<file path="src/rtl/input_cmd_arbiter.sv">
// rtl/input_cmd_arbiter.sv - merges keyboard letters and debounced buttons into one prioritised command FIFO
//
// Ports:
//   clk, rst           clock; synchronous active-low reset
//   alph[5:0]          held PS/2 code: 1..52 letter, 53 break, 55 lshift
//   btn_up/down/go/pause  raw asynchronous active-high buttons
//   cmd_ready          consumer takes the head entry this cycle
//   cmd_valid          FIFO non-empty
//   cmd_code[2:0]      head command: 0 CHAR, 1 UP, 2 DOWN, 3 GO, 4 PAUSE
//   cmd_char[5:0]      letter for CHAR entries, else 0
//   fifo_count         current occupancy
//   overflow           sticky: a pending CHAR was replaced before enqueue
module input_cmd_arbiter #(
    parameter int FIFO_DEPTH      = 4,
    parameter int DEBOUNCE_CYCLES = 1000000
) (
    input  logic                          clk,
    input  logic                          rst,
    input  logic [5:0]                    alph,
    input  logic                          btn_up,
    input  logic                          btn_down,
    input  logic                          btn_go,
    input  logic                          btn_pause,
    input  logic                          cmd_ready,
    output logic                          cmd_valid,
    output logic [2:0]                    cmd_code,
    output logic [5:0]                    cmd_char,
    output logic [$clog2(FIFO_DEPTH):0]   fifo_count,
    output logic                          overflow
);

    localparam int AW    = $clog2(FIFO_DEPTH);
    localparam int CNT_W = AW + 1;
    localparam int CW    = (DEBOUNCE_CYCLES > 1) ? $clog2(DEBOUNCE_CYCLES) : 1;
    localparam logic [CW-1:0] DB_MAX = CW'(DEBOUNCE_CYCLES - 1);

    localparam logic [2:0] C_CHAR  = 3'd0;
    localparam logic [2:0] C_UP    = 3'd1;
    localparam logic [2:0] C_DOWN  = 3'd2;
    localparam logic [2:0] C_GO    = 3'd3;
    localparam logic [2:0] C_PAUSE = 3'd4;

    // ---------------- key path ----------------
    logic [5:0] pre_alph;
    logic       is_letter;
    logic       char_req;

    assign is_letter = (alph != 6'd0) && (alph <= 6'd52);
    assign char_req  = is_letter && (alph != pre_alph);

    // ---------------- button path ----------------
    // bit order: 0 up, 1 down, 2 go, 3 pause
    logic [3:0]    btn_raw;
    logic [3:0]    sync1, sync2, db, db_prev;
    logic [CW-1:0] db_cnt [4];
    logic [3:0]    btn_req;

    assign btn_raw = {btn_pause, btn_go, btn_down, btn_up};
    assign btn_req = db & ~db_prev;

    always_ff @(posedge clk) begin
        if (!rst) begin
            sync1   <= '0;
            sync2   <= '0;
            db      <= '0;
            db_prev <= '0;
            for (int i = 0; i < 4; i++) db_cnt[i] <= '0;
        end else begin
            sync1   <= btn_raw;
            sync2   <= sync1;
            db_prev <= db;
            for (int i = 0; i < 4; i++) begin
                if (sync2[i] == db[i]) begin
                    db_cnt[i] <= '0;
                end else if (db_cnt[i] == DB_MAX) begin
                    db[i]     <= ~db[i];
                    db_cnt[i] <= '0;
                end else begin
                    db_cnt[i] <= db_cnt[i] + CW'(1);
                end
            end
        end
    end

    // ---------------- pending flags and arbitration ----------------
    logic       p_char, p_up, p_down, p_go, p_pause;
    logic [5:0] p_char_val;
    logic       g_char, g_up, g_down, g_go, g_pause;
    logic       pop, push;
    logic [2:0] push_code;
    logic [5:0] push_char;

    logic [AW-1:0] wr_ptr, rd_ptr;
    logic [2:0]    mem_code [FIFO_DEPTH];
    logic [5:0]    mem_char [FIFO_DEPTH];

    assign cmd_valid = (fifo_count != '0);
    assign pop       = cmd_valid && cmd_ready;
    // A full FIFO still accepts a push when the head leaves in the same cycle.
    assign push      = (p_pause | p_go | p_char | p_up | p_down) &&
                       ((fifo_count < CNT_W'(FIFO_DEPTH)) || pop);

    always_comb begin
        g_pause   = 1'b0;
        g_go      = 1'b0;
        g_char    = 1'b0;
        g_up      = 1'b0;
        g_down    = 1'b0;
        push_code = C_CHAR;
        push_char = 6'd0;
        if (push) begin
            if (p_pause) begin
                g_pause   = 1'b1;
                push_code = C_PAUSE;
            end else if (p_go) begin
                g_go      = 1'b1;
                push_code = C_GO;
            end else if (p_char) begin
                g_char    = 1'b1;
                push_code = C_CHAR;
                push_char = p_char_val;
            end else if (p_up) begin
                g_up      = 1'b1;
                push_code = C_UP;
            end else begin
                g_down    = 1'b1;
                push_code = C_DOWN;
            end
        end
    end

    always_ff @(posedge clk) begin
        if (!rst) begin
            pre_alph   <= '0;
            p_char     <= 1'b0;
            p_char_val <= '0;
            p_up       <= 1'b0;
            p_down     <= 1'b0;
            p_go       <= 1'b0;
            p_pause    <= 1'b0;
            overflow   <= 1'b0;
        end else begin
            if (char_req) begin
                pre_alph <= alph;
            end else if (alph == 6'd53 || alph == 6'd55) begin
                pre_alph <= '0;
            end

            if (char_req) begin
                p_char     <= 1'b1;
                p_char_val <= alph;
                // Only a letter that is still waiting (not leaving now) is lost.
                if (p_char && !g_char) overflow <= 1'b1;
            end else if (g_char) begin
                p_char <= 1'b0;
            end

            p_up    <= (p_up    & ~g_up)    | btn_req[0];
            p_down  <= (p_down  & ~g_down)  | btn_req[1];
            p_go    <= (p_go    & ~g_go)    | btn_req[2];
            p_pause <= (p_pause & ~g_pause) | btn_req[3];
        end
    end

    // ---------------- FWFT FIFO ----------------
    always_ff @(posedge clk) begin
        if (push) begin
            mem_code[wr_ptr] <= push_code;
            mem_char[wr_ptr] <= push_char;
        end
    end

    always_ff @(posedge clk) begin
        if (!rst) begin
            wr_ptr     <= '0;
            rd_ptr     <= '0;
            fifo_count <= '0;
        end else begin
            if (push) wr_ptr <= wr_ptr + AW'(1);
            if (pop)  rd_ptr <= rd_ptr + AW'(1);
            if (push && !pop)      fifo_count <= fifo_count + CNT_W'(1);
            else if (pop && !push) fifo_count <= fifo_count - CNT_W'(1);
        end
    end

    // Head fields read as zero while empty so reset and drain look clean.
    assign cmd_code = cmd_valid ? mem_code[rd_ptr] : 3'd0;
    assign cmd_char = cmd_valid ? mem_char[rd_ptr] : 6'd0;

endmodule
</file>
<file path="config.mk">
export PLATFORM = sky130hd
export DESIGN_NAME = input_cmd_arbiter
export DESIGN_NICKNAME = d
export VERILOG_FILES = /design/src/rtl/input_cmd_arbiter.sv
export SDC_FILE = /design/constraint.sdc
export NUM_CORES = 1
export LEC_CHECK = 0
export CAP_MARGIN = 20
export CORE_ASPECT_RATIO = 1.5
export CORE_MARGIN = 4
export CORE_UTILIZATION = 66
export DETAILED_ROUTE_END_ITERATION = 16
export PLACE_DENSITY_LB_ADDON = 0.05
export SLEW_MARGIN = 20
export SYNTH_ARGS = -nofsm -noshare
export SYNTH_HDL_FRONTEND = slang
export SYNTH_SLANG_ARGS = --single-unit
</file>
<file path="constraint.sdc">
create_clock -name clk -period 4.05 [get_ports clk]
set_input_delay 1.0125 -clock clk [delete_from_list [all_inputs] [get_ports clk]]
set_output_delay 1.0125 -clock clk [all_outputs]
set_load 0.03 [all_outputs]
</file>
**Word-level counts from Yosys, hierarchy flattened**

Memories as Yosys holds them, arrays and structs flattened. A register that Yosys moved wholly into a read port is not among the register bits.
Index checks and enable logic that the tools add are counted.

- Register bits after elaboration: 41
- Bits in writable memories: 116
- Output and inout bits: 14
- Word-level logic and storage cells: 201
- Memories: 3

Memory list:

| name | words | bits a word | rd ports | clocked after memory_dff | write ports | RTL line | text |
|---|---|---|---|---|---|---|---|
| db_cnt | 4 | 20 | 4 | 0 | 4 | 55 | `logic [CW-1:0] db_cnt [4];` |
| mem_char | 4 | 6 | 1 | 1 | 1 | 95 | `logic [5:0] mem_char [FIFO_DEPTH];` |
| mem_code | 4 | 3 | 1 | 1 | 1 | 94 | `logic [2:0] mem_code [FIFO_DEPTH];` |

- $add $sub $neg: 8
- Magnitude comparators: 2
- Eq/ne operators: 11
- Mux-type cells: 99
- Bitwise gates (word level): 38
- Reduce and logical (&&, ||, !) cells: 22

Operators by type and width:

| cell | number |
|---|---|
| $mux 20 | 12 |
| $add 20x1->20 const B | 4 |
| $eq 20x20->1 const B | 4 |
| $mux 1 | 68 |
| $mux 6 | 7 |
| $or 1x1->1 | 20 |
| $mux 3 | 5 |
| $mux 2 | 7 |
| $eq 6x6->1 const B | 2 |
| $not 1->1 | 12 |
| $reduce_and 2->1 | 5 |
| $logic_and 1x1->1 | 7 |
| $le 6x6->1 const B | 1 |
| $ne 6x6->1 | 1 |
| $reduce_bool 2->1 | 3 |
| $reduce_bool 6->1 | 1 |
| $add 2x1->2 const B | 2 |
| $and 1x1->1 | 4 |
| $and 4x4->4 | 1 |
| $eq 1x1->1 | 4 |
| $not 4->4 | 1 |
| $add 3x1->3 const B | 1 |
| $logic_not 1->1 | 3 |
| $lt 3x3->1 const B | 1 |
| other kinds (3) | 4 |

**Depth between registers and ports, before layout**

- Word-level depth: 9
- Gate-level depth with buffers: 8
- Depth with buffers taken out: 8

**Worst setup path before layout**

OpenSTA, ideal clock, no wires.

- Kind: input to register
- From: input port cmd_ready
- To: register fifo_count[2]
- Setup time: 76 ps
- Data arrival time: 2,692 ps
- Path slack: 1,282 ps
- Cell stages on the path: 8
- Buffers on the path: 0
- Path through: nor2b_1 > a21oi_1 > ha_1 > inv_1 > fa_1 > xor2_1 > or3_1 > a21boi_0

- Word-level cells in the longest chain between the ends: 6
- Elaborated cells on any way between the ends: 9

Ends and longest elaborated chain:

| element | RTL line | text |
|---|---|---|
| start: declaration | 24 | `input logic cmd_ready,` |
| $logic_and 1x1->1 * | 98 | `assign pop = cmd_valid && cmd_ready;` |
| $logic_or 1x1->1 * | 101 | `((fifo_count < CNT_W'(FIFO_DEPTH)) \|\| pop);` |
| $logic_and 1x1->1 * | 100 | `assign push = (p_pause \| p_go \| p_char \| p_up \| p_down) &&` |
| via push | 89 | `logic pop, push;` |
| $logic_not 1->1 | 182 | `else if (pop && !push) fifo_count <= fifo_count - CNT_W'(1);` |
| $logic_and 1x1->1 | 182 |  |
| $reduce_bool 2->1 (no line) | n/a |  |
| end signal: assignment | 181 | `if (push && !pop) fifo_count <= fifo_count + CNT_W'(1);` |
| end signal: assignment | 182 |  |
| end: declaration | 28 | `output logic [$clog2(FIFO_DEPTH):0] fifo_count,` |

The timed path passes the listed nets; every way through them passes the cells marked *.
A chain may end at the register's enable or synchronous reset.

==> reports/metrics.yaml <==
r2r_slack_ns: 1.45
synth-xor-area-share_pct: 10.3
antenna_found_initial: 0
placed_cells: 869
synth_area_um2: 7380
setup_ws_ns: 0.563
max_freq_mhz: 287
first_iter_violations: 219
syn2layout_area_growth_pct: 17.3
critPathLaunchType: "flip-flop"
cts_setup_buffers: 0
die_h_um: 137
syn_area_per_cell_um2: 11.6
worstReg2RegEnd: "fifo_count[2]$_SDFFE_PN0P_"
synth_top_family_by_area: "simple AND/OR/NAND/NOR gates"
via_per_inst: 5.28
post-place-ws_ns: 0.511
reg2reg_from: "fifo_count[2]$_SDFFE_PN0P_"
numCtsBuffers: 17
p_leak_nw: 3.17
grt_pass1_vias: 4801
final_hold_viol_count: 0
critPathCaptureType: "primary output"
cp_num_buf_inv: 1
reg2reg_depth: 8
min_path_type: "reg2reg"
fin_crit_ns: 3.49
rsz0062_at_grt: "no"
std_cell_rows: 47
hold_start: "sync1[1]$_SDFF_PN0_"
status: "finished, final reports clean"
arrival_ns: 2.47
critPathSlowestCell: "dfxtp_1"
power.total_mw: 4.28
synthAdderAreaFrac_pct: 1.80
grt_start_max_net_pins: 22
criticalPathCategory: "reg2out"
min_to: "sync2[1]$_SDFF_PN0_"
skew_ns: 0.0101
synth_top_cell_area_share_pct: 47.2
clk_latency_ns: 0.42
io_pins: 27
p_per_area_nw_per_um2: 495
hpwl_mm: 8.53
yosys_warnings: 0
grt_pass1_wl_mm: 21.6
port_buffers: 26
yosys.cell_types.count: 42
period_share_pct: 86.1
initial_core_util_pct: 67.1
ctsHtreeMaxLevel: 4
drive_gt1_share_pct: 6.10
crit_path_max_incr_delay_ns: 0.69
crit_chain: "mux4_2 -> and2_1 -> clkdlybuf4s50_1"
tightest_slew_ns: 0.814
wirelength_mm: 12.6
postRouteAntennaNets: 0
setup_violations: 0
cp.required_ns: 3.04
core-area_um2: 11000
muxShareOfSynthArea_pct: 4.24
clkTransAtPathRegs_ns: 0.07
die-area_um2: 13000
wire_per_inst_um: 13.9
n_fill_cell: 723
critPathMaxFanout: 9
synth-edff-count: 116
async_flop_share_pct: 0
fin_setup_tns_ns: 0
yosys.cell_count.top_type: "edfxtp_1"
yosysSeqAreaShare_pct: 58.9
fp.dieW_um: 94.3
synth_top_area_cell: "edfxtp_1"
relSlewSlack_pct: 45.3
netlist_top_cells_area: "edfxtp_1, dfxtp_1, xor2_1, nor2_1, xnor2_1"
timing.hold.ws_ns: 0.440
track_usage_pct: 21.3
clk_path_buf_depth: 2
maxSlewViolCount: 0
synth-seq-cells: 159
route.detailed.drc: 0
antenna_cells: 0
synth_compound_area_share_pct: 2.03
vias: 4759
synthFlopType: "edfxtp_1"
post_cts_resized: 0
nets: 764
path_delay_family: "flip-flops"
synth_simple_gate_area_share_pct: 20.9
dr.pass1.iters: 5
fin_cells: 901
overflow: 0
synthCells: 634
cts.sinks: 159
max_cap_viol_count: 0
place_congestion: 0.796
hold_path_depth: 1
cts_hold_buf: 0
tritoncts: "yes"
cts.root.buffer_cell: "clkbuf_16"
ys_top_cells_by_count: "edfxtp_1, nor2_1, xor2_1"
vdd_ir_drop_max_mv: 0.342
[sequential cells by signal (all words and copies together) (netlist names), named ones only]
name / cells
db: 4
sync2: 4
rd_ptr: 2
mem_code: 12
p_up: 1
p_char: 1
p_pause: 1
wr_ptr: 2
overflow: 1
p_char_val: 6
db_cnt: 80
p_go: 1
fifo_count: 3
pre_alph: 6
p_down: 1
mem_char: 24
sync1: 4
db_prev: 4
[metrics by stage]
step           cell area, um^2  util [%]
3_3_place_gp              8040      73.1
2_1_floorplan             7670         -
5_1_grt                   8650      78.7
3_5_place_dp              8040      73.1
4_1_cts                   8650      78.7
6_report                  8650      78.7
[cell families after synthesis]
logic type	Yosys count
simple gates	305
flops	159
xor+xnor	87
buf+inv	30
compound gates	22
mux	20
fa+ha+maj	10
other cells	1
[worst max path at each step]
stage                                 end  depth (start not counted)  startpoint  slack [ns]
2_1_floorplan  fifo_count[2]$_SDFFE_PN0P_                          8   cmd_ready        1.28
3_3_place_gp   fifo_count[2]$_SDFFE_PN0P_                          9   cmd_ready        0.65
3_5_place_dp   fifo_count[2]$_SDFFE_PN0P_                          9   cmd_ready        0.51
4_1_cts                       cmd_char[3]                          3   flip-flop        0.48
5_1_grt                       cmd_char[3]                          3   flip-flop        0.40
6_report                      cmd_char[3]                          3   flip-flop        0.56
[final cells by class]
cell class / count / area, um^2 / share of cell area, %
sequential: 159 / 4340 / 50.2
tap: 147 / 184 / 2.13
clock inverter: 14 / 183 / 2.11
clock buffer: 18 / 429 / 4.96
multi-input combinational: 524 / 3200 / 36.9
timing repair buffer: 28 / 275 / 3.18
inverter: 11 / 41.3 / 0.477
[cells in the final DEF (no fill, tap or decap), types with 5 or more instances in the layout]
master | netlist | routed
a21oi_1 | 7 | 7
a32o_1 | 6 | 6
and2_1 | 30 | 30
and3_1 | 17 | 17
and4_1 | 7 | 7
clkbuf_16 | 0 | 17
clkdlybuf4s50_1 | 0 | 26
clkinvlp_4 | 0 | 5
conb_1 | 1 | 80
dfxtp_1 | 43 | 43
edfxtp_1 | 116 | 116
ha_1 | 9 | 9
inv_1 | 11 | 11
mux2i_1 | 11 | 11
mux4_2 | 9 | 9
nand2_1 | 43 | 43
nand3_1 | 35 | 35
nand4_1 | 19 | 19
nor2_1 | 101 | 101
nor2b_1 | 15 | 15
nor3_1 | 11 | 11
nor4_1 | 9 | 9
xnor2_1 | 32 | 32
xor2_1 | 55 | 55
[routing by layer]
layer / up-vias / track usage (%) / part of all wire [%]
met1: 2285 / 25.6 / 42
met2: 81 / 37.0 / 53
met5: - / 0 / 0
li1: 2381 / - / -
met3: 12 / 5.41 / 3.3
met4: 0 / 7.39 / 1.2
[where the power goes]
group / switching (mW) / leakage, nW / internal (mW)
Combinational: 0.362 / 1.37 / 0.317
Clock: 0.660 / 0.282 / 0.982
Sequential: 0.104 / 1.52 / 1.86
Total: 1.13 / 3.17 / 3.15
(Power assumes the default switching activity.)
